$ cat config.mk
export PLATFORM = sky130hd
export DESIGN_NAME = gen_rr_bypass_arb
export DESIGN_NICKNAME = d
export VERILOG_FILES = /design/src/rtl/gen_rr_bypass_arb.sv
export SDC_FILE = /design/constraint.sdc
export NUM_CORES = 1
export LEC_CHECK = 0
export ABC_AREA = 1
export ABC_CLOCK_PERIOD_IN_PS = 2450
export BUFFER_PORTS_ARGS = -buffer_cell sky130_fd_sc_hd__buf_2
export CAP_MARGIN = 20
export CORE_AREA = 2 2 131 133
export DETAILED_ROUTE_END_ITERATION = 10
export DIE_AREA = 0 0 133 135
export PLACE_DENSITY = 0.83
export SLEW_MARGIN = 20
export SYNTH_ARGS = -nofsm -noshare
export SYNTH_HDL_FRONTEND = slang
export SYNTH_SLANG_ARGS = --single-unit
$ cat constraint.sdc
create_clock -name CLK -period 2.45 [get_ports CLK]
set_clock_uncertainty 0.2 [all_clocks]
set_input_delay 0.245 -clock CLK [delete_from_list [all_inputs] [get_ports CLK]]
set_output_delay 0.245 -clock CLK [all_outputs]
set_load 0.03 [all_outputs]
$ cat src/rtl/gen_rr_bypass_arb.sv
// Round-robin N-way arbiter feeding a single-entry bypass buffer.
// Define GEN_RR_BYPASS_ARB_FIXPRIO_EN for fixed (lowest-index) priority.
module gen_rr_bypass_arb #(
  parameter int DW  = 64,
  parameter int NUM = 4,
  parameter int IW  = $clog2(NUM)
) (
  input  logic            CLK,
  input  logic            RST,
  input  logic [NUM-1:0]  valid_i,
  input  logic [NUM*DW-1:0] data_i,
  output logic [NUM-1:0]  ready_i,
  output logic            valid_o,
  output logic [DW-1:0]   data_o,
  output logic [IW-1:0]   src_o,
  input  logic            ready_o,
  input  logic            flush
);

  typedef enum logic {EMPTY, HOLD} state_t;

  state_t        state, state_n;
  logic [DW-1:0] hold_data;
  logic [IW-1:0] hold_src;
  logic [IW-1:0] ptr;
  logic [IW-1:0] sel;
  logic          any;
  logic          accept;
  logic          load;

  assign any = |valid_i;

  always_comb begin
    logic          found;
    logic [IW-1:0] idx;
    sel   = ptr;
    found = 1'b0;
    idx   = '0;
    for (int i = 0; i < NUM; i++) begin
      idx = ptr + IW'(i);
      if (!found && valid_i[idx]) begin
        sel   = idx;
        found = 1'b1;
      end
    end
  end

  always_comb begin
    state_n = state;
    valid_o = 1'b0;
    ready_i = '0;
    data_o  = data_i[int'(sel)*DW +: DW];
    src_o   = sel;
    accept  = 1'b0;
    load    = 1'b0;
    if (flush) begin
      state_n = EMPTY;
    end else begin
      unique case (state)
        EMPTY: begin
          valid_o = any;
          accept  = any;
          if (any) ready_i[sel] = 1'b1;
          if (any && !ready_o) begin
            load    = 1'b1;
            state_n = HOLD;
          end
        end
        HOLD: begin
          valid_o = 1'b1;
          data_o  = hold_data;
          src_o   = hold_src;
          if (ready_o) state_n = EMPTY;
        end
        default: state_n = EMPTY;
      endcase
    end
  end

  always_ff @(posedge CLK) begin
    if (RST) begin
      state     <= EMPTY;
      hold_data <= '0;
      hold_src  <= '0;
    end else begin
      state <= state_n;
      if (load) begin
        hold_data <= data_i[int'(sel)*DW +: DW];
        hold_src  <= sel;
      end
    end
  end

`ifdef GEN_RR_BYPASS_ARB_FIXPRIO_EN
  assign ptr = '0;
  logic unused_accept;
  assign unused_accept = accept;
`else
  always_ff @(posedge CLK) begin
    if (RST) ptr <= '0;
    else if (accept) ptr <= sel + IW'(1);
  end
`endif

endmodule

### Word level (Yosys, flattened, before mapping)

Index checks and enable logic that the tools add are counted.
Widths: inputs -> output; s select.

* reductions and logical operators: 11
* $lt $le $gt $ge: 6
* shift-type cells: 1
* eq/ne operators: 0
* multipliers: 0
* bitwise gates (word level): 1
* div/mod/pow operators: 0
* add/sub/neg operators: 4
* muxes and demuxes: 32

Operators with widths (count)
* $shiftx 256x9->64: 1
* $mux 64: 2
* $lt 2x3->1 const B: 5
* $mux 1: 15
* $mux 4: 3
* $mux 2: 5
* $bmux 1 s2: 4
* $logic_and 1x1->1: 5
* $add 2x1->2 const B: 2
* $add 2x2->2 const B: 2
* $logic_not 1->1: 4
* $pmux 1 s2: 2
* $reduce_or 4->1: 1
* $demux 1 s2: 1
* $ge 2x1->1 const B: 1
* $reduce_or 2->1: 1
* $not 1->1: 1

* bits in writable memories: 0
* bits in registers: 69
* logic and storage cells: 59
* input port bits: 264
* memories: 0
* bits in read-only memories: 0
* latch bits: 0
* output and inout bits: 71

### Logic depth before layout (Yosys ltp)

* depth after elaboration: 19
* gate-level depth with buffers: 19
* mapped depth without buffers: 16

### Worst setup path after synthesis

OpenSTA, ideal clock, no wires.

* kind: register to output
* from: register ptr[0]
* to: output src_o[1]
* arrival time: 2.212 ns
* slack: -0.207 ns
* path buffers: 3
* data required time: 2.005 ns
* cell stages (with the launch flop): 14
* cells stage by stage: dfxtp_1 > inv_2 > buf_4 > nand2_2 > nand3_2 > nand2_2 > nand2_4 > nor2_2 > nand2_1 > nand3_2 > nand2_2 > buf_4 > buf_2 > o21ai_0

* longest elaborated chain between the ends: 14
* elaborated cells on any way between the ends: 25
* classes of those cells: add/sub (3); mux (16); reduce/logical (6)

Ends and longest elaborated chain
* start: declaration: line 25 `logic [IW-1:0] ptr;`
* start signal: assignment: line 101 `else if (accept) ptr <= sel + IW'(1);`
* branches (longest 11 deep; another with $add 2x1->2)
* $mux 2 (*): line 41 `if (!found && valid_i[idx]) begin`
* $mux 2: line 59 `unique case (state)`
* $mux 2 (*): line 56 `if (flush) begin`
* end: declaration: line 15 `output logic [IW-1:0] src_o,`

Every way passes the cells marked *. The select of a mux whose other input is x is not followed.

### Final worst setup path

* from: register ptr[0]
* to: output data_o[2]

* longest elaborated chain between the ends: 15
* elaborated cells on any way between the ends: 26
* classes of those cells: add/sub (3); shift (1); mux (16); reduce/logical (6)

Ends and longest elaborated chain
* branches (longest 11 deep; another with $add 2x1->2)
* $mux 2 (*): line 41
* $shiftx 256x9->64 (*): line 52 `data_o = data_i[int'(sel)*DW +: DW];`
* $mux 64: line 59
* $mux 64 (*): line 56
* end: declaration: line 14 `output logic [DW-1:0] data_o,`

Marked as above.

==> run_results.csv <==
group,metric,value,unit
status,status,"finished, violations left",
status,failed_checks,"setup timing",
global_routing,grt_max_degree,69,
cts,cts_buffer_depth,2,
cts,cts_tree,"done",
cells_and_area,finish.utilization,64.63,%
die,rows,47,
logic_synthesis,synthTopCellsByCount,"754 x nand2_1, 207 x nand3_1, 140 x inv_1, 69 x dfxtp_1, 68 x a21oi_1",
die,die_w,133,µm
logic_synthesis,synthFlopType,"dfxtp_1",
global_routing,grt_pass1_wl,41.81,mm
placement,place_ws,-0.3454,ns
logic_synthesis,seq_area_frac_synth,20.13,%
critical_path,crit_arrival,2.51,ns
placement,gp_congestion,0.8861,
drt,route.detailed.drc,0,
drt,wl,28.27,mm
die,coreArea,16410,µm²
drt,detail_route.wl_per_cell,14.49,µm
logic_synthesis,synth_nets,1634,
cts,clkSlewWorstSetupHoldPaths,0.06,ns
logic_synthesis,avgSynthCellArea,5.008,µm²
cells_and_area,drive_gt1_share,31.56,%
drt,vias_per_cell,5.050,
logic_synthesis,synth_edf_count,0,
drt,ant_nets,0,
logic_synthesis,synth.yosys.warnings,0,
die,die_area,17960,µm²
critical_path,crit_path_frequent_cell,"nand2_1",
critical_path,cp_max_fo,11,
logic_synthesis,ys_ff_latch,69,
logic_synthesis,synth_top_area_cell,"nand2_1",
critical_path,r2r_slack,-0.24,ns
drt,vias,9853,
logic_synthesis,yosys-top-cells-area,"nand2_1 41%, dfxtp_1 20%, nand3_1 15%",
drt,drt-initial-drc-count,599,
logic_synthesis,synthArstFlopShare,0,%
timing,period_minus_slack,2.960,ns
critical_path,worstSetupPathType,"flop to output port",
cts,root_buffer,"clkbuf_16",
power_and_ir_drop,p_per_area,1202,nW/µm²
timing,rsz0062_at_grt,"true",
global_routing,antenna_found_initial,1,
power_and_ir_drop,vdd_drop_max,0.8196,mV
die,fp.dieH,135,µm
critical_path,slowest_delay,0.36,ns
timing,timing.final.hold_violations,0,
critical_path,crit_path_top_delay_cell,"dfxtp_4",
power_and_ir_drop,p_leak,6.392,nW
placement,dp_hpwl,18.10,mm
timing,worst_slew_pin_slew,0.7174,ns
global_routing,grt_pass1_vias,8906,
critical_path,crit_chain,"buf_8 > nand2_4 > nand3_2 > nand2_4 > buf_6 > nand2_4 > nand2_1 > nand2_2 > nand2_4 > buf_12 > buf_12 > nand3_1 > nand2_1 > nand2_1 > nand2_1 > nand2_1 > nand2_1 > buf_6",
timing,fmax,337.9,MHz
global_routing,gr-usage-all-layers,28.77,%
timing,worst_slack,-0.5097,ns
logic_synthesis,synth_most_common_cell,"nand2_1",
global_routing,gr-total-overflow,0,
timing,setup_viol,71,
timing,slew_headroom,52.10,%
worst_hold_path,hold_path.class,"input port to flop",
critical_path,cp.required,2.01,ns
timing,fin_crit_sh,120.8,%
cells_and_area,fin_nets,1991,
logic_synthesis,synth_top_area_share,41.25,%
die,pin_count,335,
logic_synthesis,netlist_area,6860,µm²
cts,insertion_delay,0.32,ns
critical_path,path_buf_inv,5,
critical_path,start_kind,"flop",
logic_synthesis,synthCells,1370,
critical_path,worstSetupEndpointType,"output port",
logic_synthesis,ys_types,23,
cts,cts_max_level,3,
die,initial_core_util,41.81,%
drt,dr.pass1.iters,5,
critical_path,critPathTopFamily,"simple AND/OR/NAND/NOR gates",
flow_run,cap_violations,0,
placement,io_buffer_count,334,
cells_and_area,area_delta_synth_final,54.57,%
timing,drv_slew,0,
cts,cts_inserted_buffers,9,
cts,cts.sinks,69,
-- where the power goes --
part / leakage, nW / total, mW / internal (mW) / switching, mW
combinational: 5.67 / 10.1 / 4.16 / 5.96
clock: 0.148 / 1.32 / 0.860 / 0.463
sequential: 0.569 / 1.31 / 1.24 / 0.0670
total: 6.39 / 12.8 / 6.27 / 6.49
-- cells in the final DEF (no fill, tap or decap), types with 3 or more instances in the layout --
cell,count
nand3_2,8
dfxtp_1,67
buf_6,55
inv_1,139
a21oi_1,67
nand2_2,49
buf_4,84
clkbuf_8,3
nand2_8,3
nand2_4,15
buf_16,6
clkbuf_16,15
buf_2,265
buf_12,19
nand3_1,201
nor2_4,3
inv_2,4
nand2_1,699
o21ai_0,4
buf_8,5
-- sequential cells by signal (all words and copies together), names as in the netlist --
signal / cells
ptr: 2
hold_data: 64
state: 1
hold_src: 2
-- routing by layer --
metal	vias up	global-route usage [%]	wire length, µm
met3	92	4.467	2348
met1	4306	32.39	10930
met2	547	52.65	13780
li1	4908	-	-
met5	-	0	0
met4	0	14.64	1213
-- worst reg2reg max path: stages, from the launching register on --
cell      delay [ns]
dfxtp_4         0.38
buf_8           0.15
nand2_4         0.07
nand2_4         0.07
nand2_1         0.06
nand2_2         0.09
nand2_4         0.07
buf_4           0.13
nor2_2          0.09
nand2_1         0.07
nand3_2         0.10
nand2_4         0.11
clkinv_8        0.11
buf_12          0.15
nand2_1         0.10
buf_4           0.14
buf_6           0.11
buf_6           0.11
buf_6           0.10
buf_6           0.10
nand3_2         0.05
nand2_1         0.05
inv_1           0.05
-- metrics by stage --
| stage | std cells | cell area (µm²) | hold WS [ns] | setup TNS [ns] | total power, mW |
|---|---|---|---|---|---|
| finish | 1951 | 10600 | 0.1092 | -28.00 | 12.75 |
| global route | 1950 | 10600 | 0.1246 | -38.26 | 13.58 |
| CTS | 1942 | 10190 | 0.09593 | -27.98 | 12.01 |
| detailed placement | 1910 | 9095 | 0.2849 | -19.85 | 9.085 |
| global placement | 1910 | 9095 | 0.2774 | -16.41 | 9.018 |
| floorplan | 1370 | 6870 | 0.1208 | 0 | 6.650 |
-- path summary, 6_finish.rpt --
kind	from	to	depth (start not counted)
worst min-delay path	data_i[212]	hold_data[20]	7
worst max-delay path	ptr[0]	data_o[2]	18
worst max register to register	ptr[0]	hold_data[48]	22
worst min register to register	hold_data[43]	hold_data[43]	4
-- repair_timing --
item | in CTS | in global routing
cloned | 7 | 6
endpoints found under the setup margin | 93 | 94
hold buffers | 1 | 0
setup buffers | 10 | 3
resized for setup | 170 | 81
hold endpoints to repair | 1 | 0
pin swaps | 15 | 27
-- cell families after synthesis --
kind of cell,after synthesis,share of synthesized area (%)
DFF,69,20.13
and+or+nand+nor,986,58.78
buffers and inverters,241,15.68
AOI/OAI and AO/OA,74,5.399
-- cell type report --
cell class	count	area (µm²)
timing repair buffer	441	3357
clock buffer	13	270.3
multi-input combinational	1060	4712
inverter	146	568.0
antenna	1	2.502
clock inverter	1	30.03
tap	220	275.3
sequential	69	1389
fill	1467	5803
(Power assumes the default switching activity.)
